<file path="config.mk">
export PLATFORM = sky130hd
export DESIGN_NAME = echo_pulse_sequencer
export DESIGN_NICKNAME = d
export VERILOG_FILES = /design/src/rtl/echo_pulse_sequencer.sv
export SDC_FILE = /design/constraint.sdc
export NUM_CORES = 1
export LEC_CHECK = 0
export ABC_AREA = 1
export BUFFER_PORTS_ARGS = -buffer_cell sky130_fd_sc_hd__buf_4
export CAP_MARGIN = 20
export CORE_MARGIN = 5
export CORE_UTILIZATION = 54
export CTS_BUF_LIST = sky130_fd_sc_hd__clkbuf_4 sky130_fd_sc_hd__clkbuf_8
export DETAILED_ROUTE_END_ITERATION = 10
export GPL_ROUTABILITY_DRIVEN = 0
export MAX_ROUTING_LAYER = met4
export PLACE_DENSITY_LB_ADDON = 0.08
export SETUP_SLACK_MARGIN = 0.02
export SKIP_CTS_REPAIR_TIMING = 1
export SYNTH_ARGS = -nofsm -noshare
export SYNTH_HDL_FRONTEND = slang
export SYNTH_SLANG_ARGS = --single-unit
</file>
<file path="constraint.sdc">
create_clock -name clk -period 2.66 [get_ports clk]
set_input_delay 0.665 -clock clk [delete_from_list [all_inputs] [get_ports clk]]
set_output_delay 0.665 -clock clk [all_outputs]
set_load 0.05 [all_outputs]
</file>
<file path="src/rtl/echo_pulse_sequencer.sv">
// ---------------------------------------------------------------------------
// echo_pulse_sequencer
//
// RF gate sequencer for spin-echo, Ramsey and CPMG experiments. One trigger
// produces the gate pattern
//   pi/2 - [tau - pi] x N - tau - pi/2
// on the rf output. Pulse and interval lengths and the pi-pulse count are
// sampled at the accepted trigger. Later changes to these inputs do not
// affect a run that is already in progress.
//
// Parameters
//   CNT_W : width of the duration inputs and of the internal down-counter
//   NPI_W : width of the pi-pulse count (up to 2^NPI_W-1 pi pulses)
//
// Ports
//   clk        : system clock, rising edge
//   rst        : asynchronous reset, active high
//   trig       : start request, sampled on each rising edge while idle
//   abort      : synchronous stop; a running sequence returns to idle
//   t_pi2      : pi/2 pulse length in cycles (0 is treated as 1)
//   t_pi       : pi pulse length in cycles (0 is treated as 1)
//   t_tau      : interval length in cycles (0 is treated as 1)
//   n_pi       : number of pi pulses (0 gives a Ramsey sequence)
//   rf         : RF gate, high during pulses
//   pulse_type : 0 none, 1 pi/2, 2 pi
//   pi_count   : pi pulses completed in the current or last run
//   busy       : sequence in progress
//   done       : one-cycle completion strobe
//
// Every output is a flop. The next-state logic also computes the next output
// values, so each output becomes valid on the same edge as the state change.
// ---------------------------------------------------------------------------
module echo_pulse_sequencer #(
  parameter int CNT_W = 16,
  parameter int NPI_W = 4
) (
  input  logic             clk,
  input  logic             rst,
  input  logic             trig,
  input  logic             abort,
  input  logic [CNT_W-1:0] t_pi2,
  input  logic [CNT_W-1:0] t_pi,
  input  logic [CNT_W-1:0] t_tau,
  input  logic [NPI_W-1:0] n_pi,
  output logic             rf,
  output logic [1:0]       pulse_type,
  output logic [NPI_W-1:0] pi_count,
  output logic             busy,
  output logic             done
);

  typedef enum logic [2:0] {
    S_IDLE  = 3'd0,
    S_PI2_A = 3'd1,
    S_GAP   = 3'd2,
    S_PI    = 3'd3,
    S_PI2_B = 3'd4,
    S_FIN   = 3'd5
  } state_t;

  localparam logic [1:0] PT_NONE = 2'd0;
  localparam logic [1:0] PT_PI2  = 2'd1;
  localparam logic [1:0] PT_PI   = 2'd2;

  state_t           state_q, state_d;
  logic [CNT_W-1:0] cnt_q, cnt_d;
  logic [NPI_W-1:0] pic_d;

  // Configuration captured at the accepted trigger.
  logic [CNT_W-1:0] cfg_pi2, cfg_pi, cfg_tau;
  logic [NPI_W-1:0] cfg_npi;
  logic             latch_en;

  logic             rf_d;
  logic [1:0]       pt_d;
  logic             busy_d;
  logic             done_d;
  logic             running;

  // The counter is loaded with duration-1 when a state is entered. The state
  // is left when the counter reads zero. A zero duration uses a load of 0, so
  // the state lasts one cycle.
  function automatic logic [CNT_W-1:0] load_val(input logic [CNT_W-1:0] dur);
    return (dur == '0) ? '0 : (dur - CNT_W'(1));
  endfunction

  // Abort is honoured only in the timed states. FIN already goes to IDLE,
  // and in IDLE abort only masks trig.
  assign running = (state_q != S_IDLE) && (state_q != S_FIN);

  // Next-state and counter logic
  always_comb begin
    state_d  = state_q;
    cnt_d    = cnt_q;
    pic_d    = pi_count;
    latch_en = 1'b0;

    case (state_q)
      S_IDLE: begin
        if (trig && !abort) begin
          state_d  = S_PI2_A;
          cnt_d    = load_val(t_pi2);
          pic_d    = '0;
          latch_en = 1'b1;
        end
      end

      S_PI2_A: begin
        if (cnt_q == '0) begin
          state_d = S_GAP;
          cnt_d   = load_val(cfg_tau);
        end else begin
          cnt_d = cnt_q - CNT_W'(1);
        end
      end

      S_GAP: begin
        if (cnt_q == '0) begin
          if (pi_count < cfg_npi) begin
            state_d = S_PI;
            cnt_d   = load_val(cfg_pi);
          end else begin
            state_d = S_PI2_B;
            cnt_d   = load_val(cfg_pi2);
          end
        end else begin
          cnt_d = cnt_q - CNT_W'(1);
        end
      end

      S_PI: begin
        if (cnt_q == '0) begin
          state_d = S_GAP;
          cnt_d   = load_val(cfg_tau);
          pic_d   = pi_count + NPI_W'(1);
        end else begin
          cnt_d = cnt_q - CNT_W'(1);
        end
      end

      S_PI2_B: begin
        if (cnt_q == '0) begin
          state_d = S_FIN;
          cnt_d   = '0;
        end else begin
          cnt_d = cnt_q - CNT_W'(1);
        end
      end

      S_FIN: begin
        state_d = S_IDLE;
      end

      default: begin
        state_d = S_IDLE;
        cnt_d   = '0;
      end
    endcase

    if (abort && running) begin
      state_d = S_IDLE;
      cnt_d   = '0;
      pic_d   = '0;
    end
  end

  // Output decode from the next state, so the output flops and the state
  // register change on the same edge.
  always_comb begin
    rf_d   = 1'b0;
    pt_d   = PT_NONE;
    busy_d = 1'b0;
    done_d = 1'b0;

    case (state_d)
      S_PI2_A, S_PI2_B: begin
        rf_d   = 1'b1;
        pt_d   = PT_PI2;
        busy_d = 1'b1;
      end
      S_PI: begin
        rf_d   = 1'b1;
        pt_d   = PT_PI;
        busy_d = 1'b1;
      end
      S_GAP: begin
        busy_d = 1'b1;
      end
      S_FIN: begin
        done_d = 1'b1;
      end
      default: begin
        rf_d = 1'b0;
      end
    endcase
  end

  // Registered state, counter, configuration and outputs
  always_ff @(posedge clk or posedge rst) begin
    if (rst) begin
      state_q    <= S_IDLE;
      cnt_q      <= '0;
      cfg_pi2    <= '0;
      cfg_pi     <= '0;
      cfg_tau    <= '0;
      cfg_npi    <= '0;
      pi_count   <= '0;
      rf         <= 1'b0;
      pulse_type <= PT_NONE;
      busy       <= 1'b0;
      done       <= 1'b0;
    end else begin
      state_q    <= state_d;
      cnt_q      <= cnt_d;
      pi_count   <= pic_d;
      rf         <= rf_d;
      pulse_type <= pt_d;
      busy       <= busy_d;
      done       <= done_d;
      if (latch_en) begin
        cfg_pi2 <= t_pi2;
        cfg_pi  <= t_pi;
        cfg_tau <= t_tau;
        cfg_npi <= n_pi;
      end
    end
  end

endmodule

</file>
# [Word-level counts from Yosys, hierarchy flattened]
# Cells that the tools add are included.
[op_classes] addsub=6 order_cmp=1 eq_ne=14 n_mux=28 n_reduce_logical=18
[op_table] operator="$mux 16" n=10
[op_table] operator="$logic_not 16->1" n=5
[op_table] operator="$pmux 16 s5" n=1
[op_table] operator="$sub 16x1->16 const B" n=5
[op_table] operator="$mux 3" n=6
[op_table] operator="$eq 3x2->1 const B" n=4
[op_table] operator="$eq 3x3->1 const B" n=4
[op_table] operator="$mux 4" n=3
[op_table] operator="$pmux 3 s4" n=1
[op_table] operator="$ne 3x3->1 const B" n=3
[op_table] operator="$pmux 4 s2" n=1
[op_table] operator="$eq 3x1->1 const B" n=2
[op_table] operator="$reduce_bool 3->1" n=2
[op_table] operator="$mux 1" n=5
[op_table] operator="$add 4x1->4 const B" n=1
[op_table] operator="$lt 4x4->1" n=1
[op_table] operator="$pmux 2 s2" n=1
[op_table] operator="$reduce_or 2->1" n=2
[op_table] operator="$reduce_or 4->1" n=1
[op_table] operator="$logic_and 1x1->1" n=3
[op_table] operator="$logic_not 3->1" n=1
[op_table] operator="$reduce_and 3->1" n=1
[op_table] operator="$reduce_or 3->1" n=1
[op_table] operator="$ne 2x2->1 const B" n=1
[op_table] operator="2 further kinds" n=2
[word_totals] register_bits=80 output_inout_bits=9

# [Depth between registers and ports, before layout]
[logic_depth] depth_word=8 ltp_mapped=15

# [Worst setup path after synthesis]
# No wires, ideal clock.
[synth_timing] path_kind="reg-to-reg" start="register pi_count[3]" end="register cnt_q[8]" arrival_ps=1940 required_time_ps=2544 setup_slack_ps=604 path_stages_with_launch=13 path_buffers=1 synth_period_minus_slack_ps=2056 path_cell_list="dfrtp_1 > ha_1 > a21oi_1 > nand2_2 > inv_2 > buf_2 > nand2_1 > nand3_1 > nand2_1 > nand2_1 > nand2_1 > nand2_1 > nand2_1"
[synth_between] elab_chain_cells=5
[synth_lines] item="start, declared" line_no="47" source="output logic [NPI_W-1:0] pi_count,"
[synth_lines] item="start signal, assigned" line_no="215" source="pi_count <= pic_d;"
[synth_lines] item="$lt 4x4->1" line_no="119" source="if (pi_count < cfg_npi) begin"
[synth_lines] item="$mux 16" line_no="119"
[synth_lines] item="$mux 16" line_no="118" source="if (cnt_q == '0) begin"
[synth_lines] item="$pmux 16 s5" line_no="98" source="case (state_q)"
[synth_lines] item="$mux 16" line_no="160" source="if (abort && running) begin"
[synth_lines] item="end signal, assigned" line_no="214" source="cnt_q <= cnt_d;"
[synth_lines] item="end, declared" line_no="66" source="logic [CNT_W-1:0] cnt_q, cnt_d;"
# No other way between the ends.
# A chain may end at the register's enable or synchronous reset.

# [Worst setup path in the final report]
[layout_timing] start="register cnt_q[0]" end="register cnt_q[9]"
[layout_between] elab_chain_cells=4 elab_cells_between_ends=7
[layout_lines] item="$sub 16x1->16 / $logic_not 16->1 (equally long branches)"
[layout_lines] item="$mux 16 (on tied branches)"
[layout_lines] item="$pmux 16 s5 (*)" line_no="98"
[layout_lines] item="$mux 16 (*)" line_no="160"
# Every way passes the cells marked *; elsewhere a longest branch is shown, timed or not.

==> results.toml <==
[run_status]
outcome = "complete, no violations"

[global_routing]
antenna_found_initial = 0
use_met3_pct = 3.45
first_global_vias = 5560
grt_max_degree = 46
grt_pass1_wl_mm = 26.5
grt_overflow = 0
met1_usage_pct = 36.4
grtUsageTotal_pct = 25.8
use_met2_pct = 37.9
grt-busiest-layer = "met2"

[flow_run]
drv_cap = 0

[sta]
tightestPinTransition_ps = 864
whs_ps = 332
rsz0062_at_grt = "no"
min_period_ps = 2270
timing.setup.tns_ps = 0
finalSetupViolations = 0
skew_ps = 9.22
slew_headroom_pct = 42.1
maxSlewViolCount = 0
timing.fmax_mhz = 441
finalCritPeriodShare_pct = 85.3
hold_violations = 0

[worst_setup_path]
critPathTopFamily = "simple AND/OR/NAND/NOR gates"
start_kind = "flip-flop"
cp-end-kind = "flip-flop"
regToRegEndpoint = "cnt_q[9]"
path_common_cell = "nand2_1"
critPathLaunch = "cnt_q[0]"
crit_end = "cnt_q[9]"
path_buf_inv = 2
r2r_setup_slack_ps = 390
path_class = "flip-flop to flip-flop"
crit_path_top_delay_cell = "dfrtp_1"
cpPeakStageDelay_ps = 400
cp_max_fo = 11
reg2reg_depth = 11
crit_cells = 11
arrival_ps = 2540
cp_cell_sequence = "inv_1 > ha_1 > inv_1 > nor2_2 > nand4_2 > a21oi_1 > nand2_1 > nand2_1 > nand2_1 > nand2_1 > nand2_1"
crit_required_ps = 2930
rr_startpoint = "cnt_q[0]"

[power]
p_total_w = 0.00655
p_leak_nw = 3.53
ir_drop_mv = 0.530
netSwitchingPower_w = 0.00323
intPower_w = 0.00333
pwr-share-comb_pct = 52.0
p_seq_share_pct = 35.2
swShare_pct = 49.2
clockPowerShare_pct = 12.9
p_per_area_nw_per_um2 = 957

[detailed_routing]
initialDrtViolationCount = 531
routedWlPerCell_um = 13.8
vias_per_cell = 5.15
dr_total_vias = 5936
drt-total-wl_mm = 15.9
drt_pre_antenna_iters = 5
drc = 0
ant_nets = 0

[cells_and_area]
antenna_cells = 0
drive_above_1_share_pct = 13.8
area.growth.synth_to_final_pct = 13.2
final_cell_area_um2 = 6840
fillers = 1098
fin_nets = 1076

[yosys]
ys_types = 40
synth-seq-cells = 80
syn_area_um2 = 6050
synth-edff-count = 0
syn_inst = 949
yosysSeqAreaShare_pct = 33.1
async_flop_share_pct = 100
yosysWarnings = 0
syn_nets = 1016
synthFlopType = "dfrtp_1"
syn_area_per_cell_um2 = 6.37

[clocking]
max-clock-path-buffers = 2
clk_pin_slew_ps = 80
cts_tree = "done"
cts-root-buf = "clkbuf_8"
worstSkewPairLatency_ps = 380
clkSinkCount = 80
htree_levels = 3
cts_made_buffers = 9

[floorplanning]
io_pins = 65
row_count = 38
chipWidth_um = 116
fp.dieH_um = 116
initial_utilization_pct = 55.5
core_um2 = 10900
dieArea_um2 = 13400

[place]
place_area_um2 = 6680
hpwl_mm = 12.5
port-buffer-count = 64

[worst_hold_path]
hold_path_class = "primary input to asynchronous set/reset pin"
-- worst reg2reg max path: stages (launching register included) --
cell and delay (ps):
dfrtp_1 400, inv_1 120, ha_1 280, inv_1 80, nor2_2 190, nand4_2 370
a21oi_1 320, nand2_1 140, nand2_1 120, nand2_1 60, nand2_1 50, nand2_1 50
-- through the flow --
| step | cells | utilization [%] | worst slack [ps] |
|---|---|---|---|
| after CTS | 1152 | 62.9 | 411 |
| after global placement | 1138 | 61.3 | 458 |
| after global routing | 1152 | 62.9 | 187 |
| after detailed placement | 1138 | 61.3 | 401 |
| final | 1152 | 62.9 | 391 |
| after floorplan | 949 | - | 604 |
-- cells by family after synthesis --
| family | Yosys count | synth area share [%] |
|---|---|---|
| buf+inv | 136 | 8.92 |
| mux | 5 | 0.931 |
| simple gates | 594 | 42.2 |
| xor+xnor | 31 | 4.49 |
| flops | 80 | 33.1 |
| fa+ha+maj | 11 | 2.28 |
| compound gates | 92 | 8.03 |
-- cells in the final DEF, fill, tap and decap left out, types with 3 or more instances in the layout --
master / count
a21oi_1: 50
dfrtp_1: 80
inv_1: 103
xor2_1: 27
nand2_2: 9
ha_1: 11
a31oi_1: 3
nand3b_1: 3
o21ai_1: 6
nand4_1: 6
nor3_1: 8
nor2_2: 12
nor2_4: 4
nand3_1: 86
clkbuf_4: 3
xnor2_1: 4
nand2_1: 294
clkbuf_8: 10
o21ai_0: 29
nor2_1: 157
mux2_2: 5
nand3_2: 5
inv_2: 7
buf_4: 69
-- power groups by stage --
stage                     Combinational (W)  Clock (W)  Sequential (W)
after global placement              0.00334          0         0.00231
after detailed placement            0.00338          0         0.00231
final                               0.00340   0.000844         0.00230
after global routing                0.00391   0.000905         0.00239
after CTS                           0.00340   0.000856         0.00230
after floorplan                     0.00260          0         0.00225
-- cells in the mapped netlist (2+ instances only) --
cell      count  area share, %
a21oi_1      50            4.1
a31oi_1       3           0.31
buf_2        12           0.99
clkbuf_1      7           0.43
clkinv_1      2           0.12
dfrtp_1      80             33
ha_1         11            2.3
inv_1       104            6.5
inv_2         7           0.43
mux2_2        5           0.93
nand2_1     294             18
nand2_2      10            1.0
nand3_1      86            7.1
nand3_2       5           0.83
nand3b_1      3           0.37
nand4_1       6           0.62
nor2_1      157            9.7
nor2_2       12            1.2
nor2_4        4           0.74
nor3_1        8           0.66
o21ai_0      29            2.4
o21ai_1       6           0.50
or2_2         2           0.21
xnor2_1       4           0.58
xor2_1       27            3.9
-- layer usage --
layer,up-vias,wire [um]
met2,147,6840
met1,2669,7840
met3,31,748
met5,-,0
li1,3089,-
met4,0,444
-- worst min-delay path by stage --
stage          startpoint         end  slack [ps]  depth (start not counted)
2_1_floorplan  cfg_pi2[0]  cfg_pi2[0]         450                          2
3_3_place_gp   cfg_pi2[0]  cfg_pi2[0]         480                          2
3_5_place_dp   cfg_npi[0]  cfg_npi[0]         490                          1
4_1_cts               rst   cfg_pi[0]         330                          2
5_1_grt               rst   cfg_pi[1]         360                          2
6_report              rst   cfg_pi[0]         330                          2
-- registers in the layout (all words and copies together), names as in the netlist --
| register | flops |
|---|---|
| busy | 1 |
| cnt_q | 16 |
| cfg_npi | 4 |
| cfg_tau | 16 |
| done | 1 |
| rf | 1 |
| state_q | 3 |
| cfg_pi | 16 |
| pi_count | 4 |
| cfg_pi2 | 16 |
| pulse_type | 2 |
-- layout make-up --
| type | count | area [um^2] | area share [%] |
|---|---|---|---|
| clock inverter | 1 | 5.00 | 0.0731 |
| timing repair buffer | 71 | 558 | 8.15 |
| sequential | 80 | 2000 | 29.3 |
| tap | 140 | 175 | 2.56 |
| clock buffer | 13 | 160 | 2.34 |
| multi-input combinational | 733 | 3510 | 51.3 |
| inverter | 114 | 434 | 6.34 |
(Power assumes the default switching activity.)
